### src/rtl/four_and_pkg.sv
// Shared defaults and the saturating-increment helper for the four-input AND block.
package four_and_pkg;

  localparam int WIDTH_DEF = 1;
  localparam int CNT_W_DEF = 8;

  // Width-generic: callers zero-extend into 64 bits and pass their own all-ones ceiling.
  function automatic logic [63:0] sat_inc(input logic [63:0] cnt, input logic [63:0] max);
    return (cnt >= max) ? max : cnt + 64'd1;
  endfunction

endpackage

### src/rtl/and4_edge_det.sv
// Registers the AND result and flags per-bit 0->1 transitions aligned with it.
module and4_edge_det #(
  parameter int WIDTH = 1
) (
  input  logic             clk,
  input  logic             rst,
  input  logic [WIDTH-1:0] d_in,
  output logic [WIDTH-1:0] q,
  output logic [WIDTH-1:0] rise
);

  always_ff @(posedge clk) begin
    if (rst) begin
      q    <= '0;
      rise <= '0;
    end else begin
      q    <= d_in;
      rise <= d_in & ~q;
    end
  end

endmodule

### src/rtl/four_input_and_gate_a.sv
// Registered 4-input AND with all/any flags, rise pulses and a saturating hit counter.
// Define FOUR_INPUT_AND_GATE_A_SYNC_EN to add a 2-flop synchronizer on every input.
module four_input_and_gate_a
  import four_and_pkg::*;
#(
  parameter int WIDTH = WIDTH_DEF,
  parameter int CNT_W = CNT_W_DEF
) (
  input  logic             clk,
  input  logic             rst,
  input  logic [WIDTH-1:0] a,
  input  logic [WIDTH-1:0] b,
  input  logic [WIDTH-1:0] c,
  input  logic [WIDTH-1:0] d,
  output logic [WIDTH-1:0] e,
  output logic             e_all,
  output logic             e_any,
  output logic [WIDTH-1:0] e_rise,
  output logic [CNT_W-1:0] hit_cnt
);

  localparam logic [63:0] CNT_MAX = {64{1'b1}} >> (64 - CNT_W);

  logic [WIDTH-1:0] a_s, b_s, c_s, d_s;

`ifdef FOUR_INPUT_AND_GATE_A_SYNC_EN
  logic [WIDTH-1:0] a_p0, b_p0, c_p0, d_p0;
  logic [WIDTH-1:0] a_p1, b_p1, c_p1, d_p1;

  // Synchronizer stages p0 -> p1
  always_ff @(posedge clk) begin
    if (rst) begin
      a_p0 <= '0; b_p0 <= '0; c_p0 <= '0; d_p0 <= '0;
      a_p1 <= '0; b_p1 <= '0; c_p1 <= '0; d_p1 <= '0;
    end else begin
      a_p0 <= a;    b_p0 <= b;    c_p0 <= c;    d_p0 <= d;
      a_p1 <= a_p0; b_p1 <= b_p0; c_p1 <= c_p0; d_p1 <= d_p0;
    end
  end

  assign a_s = a_p1;
  assign b_s = b_p1;
  assign c_s = c_p1;
  assign d_s = d_p1;
`else
  assign a_s = a;
  assign b_s = b;
  assign c_s = c;
  assign d_s = d;
`endif

  logic [WIDTH-1:0] and_p;
  assign and_p = a_s & b_s & c_s & d_s;

  and4_edge_det #(.WIDTH(WIDTH)) u_edge_det (
    .clk  (clk),
    .rst  (rst),
    .d_in (and_p),
    .q    (e),
    .rise (e_rise)
  );

  // Flags reduce the value being loaded, so they line up with e
  always_ff @(posedge clk) begin
    if (rst) begin
      e_all <= 1'b0;
      e_any <= 1'b0;
    end else begin
      e_all <= &and_p;
      e_any <= |and_p;
    end
  end

  logic [63:0] cnt_wide;
  logic [63:0] cnt_next;
  logic        cnt_unused;

  always_comb begin
    cnt_wide              = '0;
    cnt_wide[CNT_W-1:0]   = hit_cnt;
    cnt_next              = sat_inc(cnt_wide, CNT_MAX);
  end

  assign cnt_unused = &{1'b0, cnt_next};

  always_ff @(posedge clk) begin
    if (rst) begin
      hit_cnt <= '0;
    end else if (e_all) begin
      hit_cnt <= cnt_next[CNT_W-1:0];
    end
  end

endmodule

### config.mk
export PLATFORM = sky130hd
export DESIGN_NAME = four_input_and_gate_a
export DESIGN_NICKNAME = d
export VERILOG_FILES = /design/src/rtl/four_and_pkg.sv /design/src/rtl/and4_edge_det.sv /design/src/rtl/four_input_and_gate_a.sv
export SDC_FILE = /design/constraint.sdc
export NUM_CORES = 1
export LEC_CHECK = 0
export BUFFER_PORTS_ARGS = -buffer_cell sky130_fd_sc_hd__buf_2
export CORE_AREA = 2 2 39 41
export CTS_CLUSTER_SIZE = 30
export DETAILED_ROUTE_END_ITERATION = 12
export DIE_AREA = 0 0 41 43
export MAX_ROUTING_LAYER = met4
export PLACE_DENSITY = 0.67
export SLEW_MARGIN = 20
export SYNTH_ARGS = -nofsm -noshare
export SYNTH_HDL_FRONTEND = slang
export SYNTH_SLANG_ARGS = --single-unit
### constraint.sdc
create_clock -name clk -period 1.6 [get_ports clk]
set_input_delay 0.32 -clock clk [delete_from_list [all_inputs] [get_ports clk]]
set_output_delay 0.32 -clock clk [all_outputs]
set_load 0.02 [all_outputs]
After elaboration in Yosys (flattened, before gate mapping)

Cells that the tools add are included.

Register bits: 10
Bits in latches: 0
RAM bits: 0
Memory bits (read-only): 0
Logic and storage cells: 11
Memories kept: 0

$add $sub $neg: 1
Multipliers: 0
Divide/modulo/power cells: 0
Magnitude comparators: 1
Equality and inequality tests: 0
Shift-type cells: 0
Muxes and demuxes: 1
Bitwise operators: 5
Reductions and logical operators: 0

Operators by type and width:

| operator              | count |
|---|---|
| $add A8 B1 Y8 const B | 1 |
| $ge A8 B8 Y1 const B  | 1 |
| $mux W8               | 1 |
| $and A1 B1 Y1         | 4 |
| $not A1 Y1            | 1 |

Longest topological paths before layout

Word-level depth: 4
Mapped depth: 4
Gate-level depth less buffers: 4

Modules after synthesis

From an unflattened synthesis, not the netlist that was laid out.

Cell total of the unflattened synthesis: 49
Area, all modules: 478.0 um^2

Modules (own cells, without submodules):

| module                | instances | cells an instance | area each (um^2) |
|---|---|---|---|
| four_input_and_gate_a | 1         | 45                | 419.2 |
| and4_edge_det         | 1         | 4                 | 58.8 |

Worst setup path after synthesis

No wires, ideal clock.

Path kind: reg2reg
Start point: reg hit_cnt[0]
End point: reg hit_cnt[6]
Setup time: 0.091 ns
Data arrival time: 1.216 ns
Required time: 1.509 ns
Path slack: 0.293 ns
Cell stages (with the launch flop): 5
Period minus slack after synthesis: 1.307 ns
Cell sequence: dfxtp_1 -> ha_1 -> and3_1 -> a21oi_1 -> a311oi_1

Word-level cells in the longest chain between the ends: 2

Ends and longest elaborated chain:

| what                                                 | RTL line                    | source |
|---|---|---|
| start: declaration                                   | four_input_and_gate_a.sv:19 | `output logic [CNT_W-1:0] hit_cnt` |
| start signal: assignment                             | four_input_and_gate_a.sv:90 | `hit_cnt <= cnt_next[CNT_W-1:0];` |
| $add A8 B1 Y8 / $ge A8 B8 Y1 (equally long branches) | four_and_pkg.sv:9           | `return (cnt >= max) ? max : cnt + 64'd1;` |
| $mux W8 *                                            | four_and_pkg.sv:9           |  |

Mark *: on every way between the ends. The rest lies on a longest branch, timed or not.
A chain may end at the register's enable or synchronous reset.

Final worst setup path

Start point: reg hit_cnt[0]
End point: reg hit_cnt[3]

The elaborated chain is that of the path after synthesis.

==> results.md <==
- Port-buffer cells: 17
- Worst-path cell chain: ha_1, and3_1, nand3_1, a21oi_1
- Req. time, crit path: 1800 ps
- Syn-to-layout area delta: 27.5%
- DR DRC count: 0
- Post-synth cell types: 23
- Vias in the first global route: 414
- Clk sinks: 10
- Syn Inst Count: 48
- Post-layout net count: 74
- Fin. max-slew vios: 0
- Cts repair resizes: 0
- Most common cell after layout, fill and taps aside: buf_2
- Synth Cell Area: 445 µm²
- Placed cell area: 532 µm²
- # hold bufs at CTS: 0
- Initial DRC count: 5
- Final hold violations: 0
- Fmax: 0.771 GHz
- Setup TNS: 0 ps
- Clk_skew: 0.477 ps
- Crit Path Max Fanout: 5
- Root Driver: clkbuf_4
- Die area: 0.00176 mm²
- Pwr dens: 876 mW/mm²
- Worst-margin pin slew: 254 ps
- HP Class: primary input to flop
- Final core occ: 0.410
- Synthesized Nets: 55
- CORE AREA: 0.00138 mm²
- Startpoint types: flop
- Critical-path top delay cell: dfxtp_1
- Die Y: 43 µm
- First-pass GRT wire length: 1630 µm
- Routability cong.: 0.772
- Worst EP arrival: 1500 ps
- Sequential fraction of the synthesis area: 0.449
- Design area: 568 µm²
- First drt pass iteration count: 4
- YS warnings: 0
- Effective utilization at floorplan: 0.322
- VDD IR max: 0.397 mV
- Max Cap Violations: 0
- Vias per cell: 5.30
- M2 GR Usage: 0.206
- Setup violators final: 0
- Number of storage elements in the synthesis netlist: 10
- Grt total ovfl: 0
- Cell row count: 14
- Diode count: 0
- CTS H-tree depth: 1
- Largest net degree at the start of global routing: 11
- Pre-CTS WS: 296 ps
- Max clock buf depth: 2
- Postcts setup bufs: 0
- Met3 Track Usage GR: 0.0471
- Routed via count: 435
- Status: complete, no violations
- Die W: 41 µm
- Fin crit share: 0.811
- Dpl hpwl: 694 µm
- GRT Util Overall: 0.144
- Worst-Skew Late Latency: 270 ps
- Clock Pin Slew Worst Setup and Hold Paths: 70 ps
- Drt total wl: 919 µm
- Share of cells above drive strength 1: 0.364
- Post-layout minimum cycle time: 1300 ps
- WL per Instance: 11.2 µm
- Num ports: 18
- Antenna violations before repair: 0
- CTS tree: yes
- Post-route ant nets: 0
- Setup CP Type: flop to flop
- Average cell area after synthesis: 9.28 µm²
- Slew Limit Headroom: 0.830
- CP endpoint kind: flop
- Met1 GRT Util: 0.151
- Cts bufs inserted: 3
- Leakage power: 0.251 nW
- RSZ-0062 raised after global routing: false
- Setup ws final: 303 ps
- GR peak layer: met2
- Most frequent cells in the layout: buf_2, dfxtp_1, a21oi_1, nand4_1, clkbuf_4
- Max incr delay on CP: 410 ps
==> cells by family after synthesis <==
| kind of cell | share of synthesized area |
|---|---|
| and+or+nand+nor | 0.239 |
| AOI/OAI and AO/OA | 0.163 |
| DFF | 0.449 |
| buffers and inverters | 0.0590 |
| xor gates and xnor gates | 0.0393 |
| muxes | 0.0225 |
| adders and majority gates | 0.0281 |
==> flip-flops by register name, indices dropped and copies added (netlist names) <==
signal	count
e_any	1
hit_cnt	8
u_edge_det.rise	1
==> critical path, delay by kind of cell, from the launching register on <==
family	cells	cell delay, ps
compound gates	1	170
simple gates	2	410
fa+ha+maj	1	240
flops	1	410
==> through the flow <==
step                power, mW  hold slack, ps  instances
global placement        0.276             523         78
detailed placement      0.276             537         78
CTS                     0.504             309         82
finish                  0.498             307         82
global route            0.518             342         82
floorplan               0.268             472         48
==> synth_stat cells (all sizes together) <==
master	count	area, µm²
dfxtp	10	200
a21oi	9	45.0
nand4	4	25.0
buf	3	22.5
and3	2	13.8
and4	2	20.0
nand3	2	10.0
nor3	2	10.0
xnor2	2	17.5
a211oi	1	7.51
a311oi	1	8.76
a31oi	1	6.26
clkbuf	1	3.75
ha	1	12.5
mux2i	1	10.0
nand2	1	3.75
nor2	1	3.75
nor2b	1	6.26
nor3b	1	7.51
o21ai	1	5.00
or3	1	6.26
==> power by group <==
part           internal, mW  leakage [nW]  switching [mW]
registers             0.250        0.0806         0.00183
clock network         0.138        0.0210          0.0891
logic               0.00799         0.150          0.0102
total                 0.396         0.251           0.101
==> metal layers <==
| layer | vias up | wire (µm) | share of wire |
|---|---|---|---|
| met5 | - | 0 | 0 |
| met4 | 0 | 36 | 0.039 |
| met3 | 5 | 45 | 0.049 |
| met2 | 14 | 439 | 0.48 |
| met1 | 198 | 397 | 0.43 |
| li1 | 218 | - | - |
==> path summary, 6_finish.rpt <==
path | depth (start not counted) | end | slack (ps) | from
min | 3 | e_any | 310 | b
min reg2reg | 2 | hit_cnt[5] | 540 | hit_cnt[5]
max | 4 | hit_cnt[3] | 300 | hit_cnt[0]
max reg2reg | 4 | hit_cnt[3] | 300 | hit_cnt[0]
==> area by class of cell <==
class | count | area [µm²]
Multi-Input combinational cell | 34 | 219
Clock buffer | 4 | 36.3
Tap cell | 16 | 20.0
Fill cell | 151 | 816
Timing Repair Buffer | 18 | 92.6
Sequential cell | 10 | 200
No activity file was read; power rests on OpenSTA's default activity.
